File: config.mk
export PLATFORM = sky130hd
export DESIGN_NAME = dmem_arbiter_flat
export DESIGN_NICKNAME = d
export VERILOG_FILES = /design/src/rtl/dmem_arbiter_pkg.sv /design/src/rtl/dmem_arbiter_if.sv /design/src/rtl/dmem_arbiter_be_merge.sv /design/src/rtl/dmem_arbiter.sv /design/src/flat_wrapper.sv
export SDC_FILE = /design/constraint.sdc
export NUM_CORES = 1
export LEC_CHECK = 0
export CAP_MARGIN = 15
export CORE_MARGIN = 5
export CORE_UTILIZATION = 41
export CTS_CLUSTER_DIAMETER = 150
export CTS_CLUSTER_SIZE = 12
export DETAILED_ROUTE_END_ITERATION = 16
export PLACE_DENSITY = 0.81
export SYNTH_ARGS = -nofsm -noshare
export SYNTH_HDL_FRONTEND = slang
export SYNTH_SLANG_ARGS = --single-unit
File: constraint.sdc
create_clock -name clock -period 4.01 [get_ports clock]
set_clock_uncertainty 0.2 [all_clocks]
set_input_delay 0.401 -clock clock [delete_from_list [all_inputs] [get_ports clock]]
set_output_delay 0.401 -clock clock [all_outputs]
set_load 0.1 [all_outputs]
File: src/rtl/dmem_arbiter_pkg.sv
// Shared types and constants for the data-RAM arbiter/sequencer.
package dmem_arbiter_pkg;

  typedef enum logic [1:0] {
    IDLE    = 2'd0,
    RD_WAIT = 2'd1,
    RMW     = 2'd2
  } state_t;

  localparam int        RAM_AW_DEF  = 14;
  localparam int        DATA_W_DEF  = 32;
  localparam logic [3:0] BE_FULL    = 4'hF;
  localparam int        NUM_M       = 2;
  localparam logic      M0          = 1'b0;
  localparam logic      M1          = 1'b1;

endpackage

File: src/rtl/dmem_arbiter_if.sv
// One master's request/response channel into the data-RAM arbiter.
interface dmem_arbiter_if #(
  parameter int DATA_W = 32
);
  logic                  req;
  logic                  we;
  logic [31:0]           addr;
  logic [DATA_W-1:0]     wdata;
  logic [DATA_W/8-1:0]   be;
  logic                  gnt;
  logic                  rvalid;
  logic [DATA_W-1:0]     rdata;

  modport master (output req, we, addr, wdata, be, input gnt, rvalid, rdata);
  modport slave  (input req, we, addr, wdata, be, output gnt, rvalid, rdata);
endinterface

File: src/rtl/dmem_arbiter_be_merge.sv
// Byte-lane merge for read-modify-write: enabled lanes take new data, others keep old.
module be_merge #(
  parameter int NUM_LANES = 4,
  parameter int LANE_W    = 8
) (
  input  logic [NUM_LANES-1:0]             be,
  input  logic [NUM_LANES-1:0][LANE_W-1:0] newData,
  input  logic [NUM_LANES-1:0][LANE_W-1:0] oldData,
  output logic [NUM_LANES-1:0][LANE_W-1:0] merged
);

  for (genvar i = 0; i < NUM_LANES; i++) begin : gLane
    assign merged[i] = be[i] ? newData[i] : oldData[i];
  end

endmodule

File: src/rtl/dmem_arbiter.sv
// Two-master arbiter in front of the single-port data RAM; partial stores become
// a read cycle followed by a merged write.
module dmem_arbiter
  import dmem_arbiter_pkg::*;
#(
  parameter int RAM_AW = RAM_AW_DEF,
  parameter int DATA_W = DATA_W_DEF
) (
  input  logic               clock,
  input  logic               reset,
  dmem_arbiter_if.slave      m0,
  dmem_arbiter_if.slave      m1,
  output logic               ram_we,
  output logic [RAM_AW-1:0]  ram_addr,
  output logic [DATA_W-1:0]  ram_wdata,
  input  logic [DATA_W-1:0]  ram_rdata
);

  localparam int BE_W = DATA_W / 8;

  logic [NUM_M-1:0]                  reqV, weV;
  logic [NUM_M-1:0][RAM_AW-1:0]      wordV;
  logic [NUM_M-1:0][DATA_W-1:0]      wdataV;
  logic [NUM_M-1:0][BE_W-1:0]        beV;

  assign reqV   = {m1.req, m0.req};
  assign weV    = {m1.we, m0.we};
  assign wordV  = {m1.addr[RAM_AW+1:2], m0.addr[RAM_AW+1:2]};
  assign wdataV = {m1.wdata, m0.wdata};
  assign beV    = {m1.be, m0.be};

  // Byte offset and bits above the RAM window alias onto the same word.
  logic unusedAddrBits;
  assign unusedAddrBits = ^{m0.addr[1:0], m0.addr[31:RAM_AW+2],
                            m1.addr[1:0], m1.addr[31:RAM_AW+2]};

  state_t                       state;
  logic                         prio;
  logic                         win;
  logic [NUM_M-1:0]             gntV;
  logic [RAM_AW-1:0]            latAddr;
  logic [DATA_W-1:0]            latWdata;
  logic [BE_W-1:0]              latBe;
  logic [NUM_M-1:0]             rvalidQ;
  logic [NUM_M-1:0][DATA_W-1:0] rdataQ;
  logic [DATA_W-1:0]            mergedData;

  logic              selWe, isFull, isPartial;
  logic [RAM_AW-1:0] selWord;
  logic [DATA_W-1:0] selWdata;
  logic [BE_W-1:0]   selBe;

  // Grant is combinational so the RAM sees the winner's command in the same cycle.
  always_comb begin
    gntV = '0;
    win  = prio;
    if (state == IDLE && !reset) begin
      if (reqV[M0] && reqV[M1]) win = prio;
      else if (reqV[M1])        win = M1;
      else                      win = M0;
      if (|reqV) gntV[win] = 1'b1;
    end
  end

  assign selWe     = weV[win];
  assign selWord   = wordV[win];
  assign selWdata  = wdataV[win];
  assign selBe     = beV[win];
  assign isFull    = &selBe;
  assign isPartial = (|selBe) && !isFull;

  be_merge #(.NUM_LANES(BE_W), .LANE_W(8)) uMerge (
    .be      (latBe),
    .newData (latWdata),
    .oldData (ram_rdata),
    .merged  (mergedData)
  );

  always_comb begin
    ram_we    = 1'b0;
    ram_addr  = '0;
    ram_wdata = '0;
    case (state)
      IDLE: begin
        if (|gntV) begin
          ram_addr = selWord;
          if (selWe && isFull) begin
            ram_we    = 1'b1;
            ram_wdata = selWdata;
          end
        end
      end
      RD_WAIT: ram_addr = latAddr;
      RMW: begin
        ram_we    = 1'b1;
        ram_addr  = latAddr;
        ram_wdata = mergedData;
      end
      default: ;
    endcase
  end

  always_ff @(posedge clock or posedge reset) begin
    if (reset) begin
      state    <= IDLE;
      prio     <= M0;
      latAddr  <= '0;
      latWdata <= '0;
      latBe    <= '0;
      rvalidQ  <= '0;
      rdataQ   <= '0;
    end else begin
      rvalidQ <= '0;
      for (int m = 0; m < NUM_M; m++)
        if (rvalidQ[m]) rdataQ[m] <= ram_rdata;
      case (state)
        IDLE: begin
          if (|gntV) begin
            prio     <= ~win;
            latAddr  <= selWord;
            latWdata <= selWdata;
            latBe    <= selBe;
            if (!selWe) begin
              // rvalid lines up with the cycle the RAM returns data.
              rvalidQ[win] <= 1'b1;
              state        <= RD_WAIT;
            end else if (isPartial) begin
              state <= RMW;
            end
          end
        end
        RD_WAIT: state <= IDLE;
        RMW:     state <= IDLE;
        default: state <= IDLE;
      endcase
    end
  end

  assign m0.gnt    = gntV[M0];
  assign m1.gnt    = gntV[M1];
  assign m0.rvalid = rvalidQ[M0];
  assign m1.rvalid = rvalidQ[M1];
  assign m0.rdata  = rvalidQ[M0] ? ram_rdata : rdataQ[M0];
  assign m1.rdata  = rvalidQ[M1] ? ram_rdata : rdataQ[M1];

endmodule

File: src/flat_wrapper.sv
// flat-port wrapper written by rule: the top's interface ports become plain ports
module dmem_arbiter_flat import dmem_arbiter_pkg::*;
#(
  parameter int RAM_AW = RAM_AW_DEF,
  parameter int DATA_W = DATA_W_DEF
)
  (clock, reset, ram_we, ram_addr, ram_wdata, ram_rdata, m0_req, m0_we, m0_addr, m0_wdata, m0_be, m0_gnt, m0_rvalid, m0_rdata, m1_req, m1_we, m1_addr, m1_wdata, m1_be, m1_gnt, m1_rvalid, m1_rdata);
  dmem_arbiter_if #(.DATA_W(DATA_W)) m0_i ();
  dmem_arbiter_if #(.DATA_W(DATA_W)) m1_i ();
  input  logic clock;
  input  logic reset;
  output logic ram_we;
  output logic [RAM_AW-1:0] ram_addr;
  output logic [DATA_W-1:0] ram_wdata;
  input  logic [DATA_W-1:0] ram_rdata;
  input wire logic [$bits(m0_i.req)-1:0] m0_req;
  input wire logic [$bits(m0_i.we)-1:0] m0_we;
  input wire logic [$bits(m0_i.addr)-1:0] m0_addr;
  input wire logic [$bits(m0_i.wdata)-1:0] m0_wdata;
  input wire logic [$bits(m0_i.be)-1:0] m0_be;
  output wire logic [$bits(m0_i.gnt)-1:0] m0_gnt;
  output wire logic [$bits(m0_i.rvalid)-1:0] m0_rvalid;
  output wire logic [$bits(m0_i.rdata)-1:0] m0_rdata;
  input wire logic [$bits(m1_i.req)-1:0] m1_req;
  input wire logic [$bits(m1_i.we)-1:0] m1_we;
  input wire logic [$bits(m1_i.addr)-1:0] m1_addr;
  input wire logic [$bits(m1_i.wdata)-1:0] m1_wdata;
  input wire logic [$bits(m1_i.be)-1:0] m1_be;
  output wire logic [$bits(m1_i.gnt)-1:0] m1_gnt;
  output wire logic [$bits(m1_i.rvalid)-1:0] m1_rvalid;
  output wire logic [$bits(m1_i.rdata)-1:0] m1_rdata;
  assign m0_i.req = m0_req;
  assign m0_i.we = m0_we;
  assign m0_i.addr = m0_addr;
  assign m0_i.wdata = m0_wdata;
  assign m0_i.be = m0_be;
  assign m0_gnt = m0_i.gnt;
  assign m0_rvalid = m0_i.rvalid;
  assign m0_rdata = m0_i.rdata;
  assign m1_i.req = m1_req;
  assign m1_i.we = m1_we;
  assign m1_i.addr = m1_addr;
  assign m1_i.wdata = m1_wdata;
  assign m1_i.be = m1_be;
  assign m1_gnt = m1_i.gnt;
  assign m1_rvalid = m1_i.rvalid;
  assign m1_rdata = m1_i.rdata;
  dmem_arbiter #(.RAM_AW(RAM_AW), .DATA_W(DATA_W)) u_core (.clock(clock), .reset(reset), .m0(m0_i), .m1(m1_i), .ram_we(ram_we), .ram_addr(ram_addr), .ram_wdata(ram_wdata), .ram_rdata(ram_rdata));
endmodule
==> tab_implementation.tex <==
\begin{tabular}{lr}
\hline
Metric & Value \\
\hline
\multicolumn{2}{l}{\textbf{Floorplanning}} \\
Die outline area & 16,900 um\^{}2 \\
Y dimension of the die & 130 um \\
Initial Util & 42.1\% \\
I/O pin count & 289 \\
Core area & 14,000 um\^{}2 \\
Number of rows in the core area & 43 \\
Width of the die & 130 um \\
\multicolumn{2}{l}{\textbf{Finish}} \\
Core utilization of the finished layout & 68.2\% \\
Final standard cell area without fillers & 9540 um\^{}2 \\
Fraction of layout instances using a drive strength above 1 & 33.3\% \\
Sequential cell area & 2980 um\^{}2 \\
Diode insertion count for antenna repair & 0 \\
Fill count & 1,068 \\
Number of nets at the end of the flow & 954 \\
Area growth syn-to-layout & 61.9\% \\
Multi-input combinational cell area & 2720 um\^{}2 \\
\multicolumn{2}{l}{\textbf{Timing}} \\
Relative slew margins & 32.0\% \\
Measured slew at the worst slew-check pin & 1020 ps \\
Peak clock frequency supported by timing & 0.290 GHz \\
Time the final worst path needs with I/O delays and setup & 3450 ps \\
Final critical-path setup slack & 561 ps \\
Count of pins over their slew limit & 0 \\
Worst hold slack & 297 ps \\
Number of setup violations in the final report & 0 \\
Hold violation total from the final report & 0 \\
Period utilisation layout & 86.0\% \\
Setup repair after global routing missed its margin & false \\
\multicolumn{2}{l}{\textbf{Critical path}} \\
Family with the most delay on the worst path & buffers and inverters \\
Standard cell with the maximum stage delay on the critical path & buf\_4 \\
R2R cell count & 7 \\
Required time at the worst-slack endpoint & 3410 ps \\
Arrival time of the worst setup path & 2850 ps \\
Buffers \& Inverters on Critical Path & 3 \\
Path type of the worst setup path & reg2out \\
Type of origin of the critical path & register \\
Maximum fanout along the worst path & 27 \\
Crit. End Element & primary output \\
Chain of cells forming the critical path & inv\_1 > ha\_1 > nor3b\_1 > o22a\_4 > buf\_4 > mux2i\_1 > o21ai\_1 > buf\_12 \\
Flop2flop setup slack & 1440 ps \\
Terminus of the critical flop-to-flop path & u\_core.state[1]\$\_DFFE\_PP0P\_ \\
Reg-to-reg startpoint & u\_core.state[0]\$\_DFFE\_PP0P\_ \\
Delay contributed by the slowest stage of the critical path & 400 ps \\
\multicolumn{2}{l}{\textbf{Synthesis}} \\
Syn Nets & 713 \\
Proportion of synthesized chip area in sequential cells & 50.6\% \\
Cell taking the most area after synthesis & dfrtp\_1 \\
Share of the synthesized area in the top cell type & 50.6\% \\
Flip-flop cell with the highest count after synthesis & dfrtp\_1 \\
Synth area leaders & dfrtp\_1 (51\%), mux2\_2 (18\%), mux2i\_1 (8.0\%) \\
Combined area of all synthesized cells & 5890 um\^{}2 \\
Synth warnings & 0 \\
Async set-or-reset flop fraction in the synthesized netlist & 100\% \\
Most numerous cell types in the synthesized netlist & dfrtp\_1 (119), mux2\_2 (96), nand2\_1 (54) \\
Synth cell types & 30 \\
Number of standard cells after synthesis & 536 \\
Number of enable-type register cells in the synthesized netlist & 0 \\
Mean instance size in the synthesized netlist & 11.0 um\^{}2 \\
Total of flip-flops plus latches after synthesis & 119 \\
Most frequent cell after synthesis & dfrtp\_1 \\
\multicolumn{2}{l}{\textbf{Routing}} \\
WL per Instance & 18.3 um \\
Detail-routed via count per cell & 5.20 \\
Total via count after detailed routing & 5,036 \\
1st-iter DRT viols & 282 \\
Final antenna-violating net count & 0 \\
Total wire length & 17,700 um \\
Drc violations & 0 \\
Initial DRT Pass Iterations & 4 \\
\multicolumn{2}{l}{\textbf{Placement}} \\
Worst slack, placed & 715 ps \\
Post-DP HPWL & 13,400 um \\
Placed cell areas & 8850 um\^{}2 \\
Number of buffers added on ports & 252 \\
Global placement routability congestion & 0.792 \\
\multicolumn{2}{l}{\textbf{Clocking}} \\
Root buffer cell & clkbuf\_16 \\
Sinks on the clock net & 119 \\
TritonCTS Buffers & 17 \\
TritonCTS clock tree & done \\
Cts hold-fix bufs & 0 \\
Clk pin slew, worst setup/hold paths & 50 ps \\
Resized Gates After CTS & 0 \\
Post-CTS Setup Bufs & 0 \\
Clock tree buffer depth & 2 \\
Source-to-sink clock delay at the later pin of the worst-skew pair & 400 ps \\
Maximum level of the CTS H-tree & 4 \\
\multicolumn{2}{l}{\textbf{Status}} \\
Status & finished clean \\
\multicolumn{2}{l}{\textbf{Run}} \\
Max-cap violations & 0 \\
\multicolumn{2}{l}{\textbf{Global route}} \\
Via count of the first global-routing pass & 5,570 \\
Aggregate global routing overflow & 0 \\
Maximum number of pins on one net before global-route repair & 66 \\
Global-route wire length before repair & 28,100 um \\
GRT Overall Usage & 21.2\% \\
Number of antenna violations at the first check in global routing & 0 \\
\multicolumn{2}{l}{\textbf{Hold path}} \\
Type of the tightest min-delay check & reg2reg \\
Hold Crit Depth & 1 \\
Worst min-delay path endpoint & u\_core.rdataQ[28]\$\_DFF\_PP0\_ \\
Worst hold start & u\_core.rdataQ[28]\$\_DFF\_PP0\_ \\
\hline
\end{tabular}
## cells in the final DEF (no fill, tap or decap), drive strengths merged
| cell type | n |
|---|---|
| a311o | 1 |
| nor2 | 53 |
| dfrtp | 119 |
| buf | 123 |
| clkinv | 2 |
| a2111oi | 1 |
| nor4 | 5 |
| or3 | 1 |
| nor3b | 1 |
| ha | 3 |
| inv | 5 |
| nand2 | 54 |
| clkbuf | 23 |
| o22a | 1 |
| o22ai | 1 |
| bufinv | 6 |
| a211oi | 1 |
| nand2b | 2 |
| clkdlybuf4s50 | 137 |
| a21oi | 47 |
| a31oi | 5 |
| nor2b | 3 |
| nand4b | 2 |
| mux2 | 97 |
| mux2i | 47 |
| and4 | 2 |
| o21ai | 47 |
## worst max-delay path by stage
stage,slack (ps),endpoint,cells past startpoint,startpoint
after floorplan,-240,ram_wdata[2],7,u_core.state[0]$_DFFE_PP0P_
after global placement,740,ram_wdata[2],6,reset
after detailed placement,720,ram_wdata[2],6,reset
after CTS,530,ram_wdata[3],8,u_core.state[0]$_DFFE_PP0P_
after global routing,290,ram_wdata[2],8,u_core.state[0]$_DFFE_PP0P_
final,560,ram_wdata[25],8,u_core.state[0]$_DFFE_PP0P_
## sequential cells by signal, indices dropped and copies added (netlist names)
register	cells
u_core.state	2
u_core.rvalidQ	2
u_core.rdataQ	64
u_core.latAddr	14
u_core.latBe	4
u_core.latWdata	32
u_core.prio	1
## worst reg2reg max path: stages, from the launching register on
cell       delay [ps]
dfrtp_1           390
inv_1              90
ha_1              240
nor3b_1           360
o22a_4            230
buf_4             360
mux2i_1           180
a2111oi_1         400
## area by class of cell
cell class / instances / share of cell area [%]
inverter: 5 / 0.223
multi-input combinational: 374 / 28.5
clock buffer: 23 / 5.22
tap: 180 / 2.36
clock inverter: 8 / 1.99
sequential: 119 / 31.2
timing repair buffer: 260 / 30.5
## per-layer routing
metal	track usage [%]	vias to the layer above	share of wire, %
met5	0	-	0
met4	7.95	0	2.4
met3	6.55	33	7.9
met2	37.1	203	51
met1	24.4	2441	38
li1	-	2359	-
## per-stage QoR
step / cells / TNS, ps
floorplan: 536 / -477
global placement: 938 / 0
detailed placement: 938 / 0
CTS: 969 / 0
global route: 969 / 0
finish: 969 / 0
## cell families (layout without fill, tap and decap cells)
kind of cell	after synthesis	after routing	synth area share [%]
DFF	119	119	50.6
and+or+nand+nor	123	123	8.71
adders and majority gates	3	3	0.638
AOI/OAI and AO/OA	104	104	9.88
buffers and inverters	43	296	3.59
muxes	144	144	26.6
Power is not shown: default switching activity piles up to over one toggle a cycle in this logic, so the estimate is an artifact.
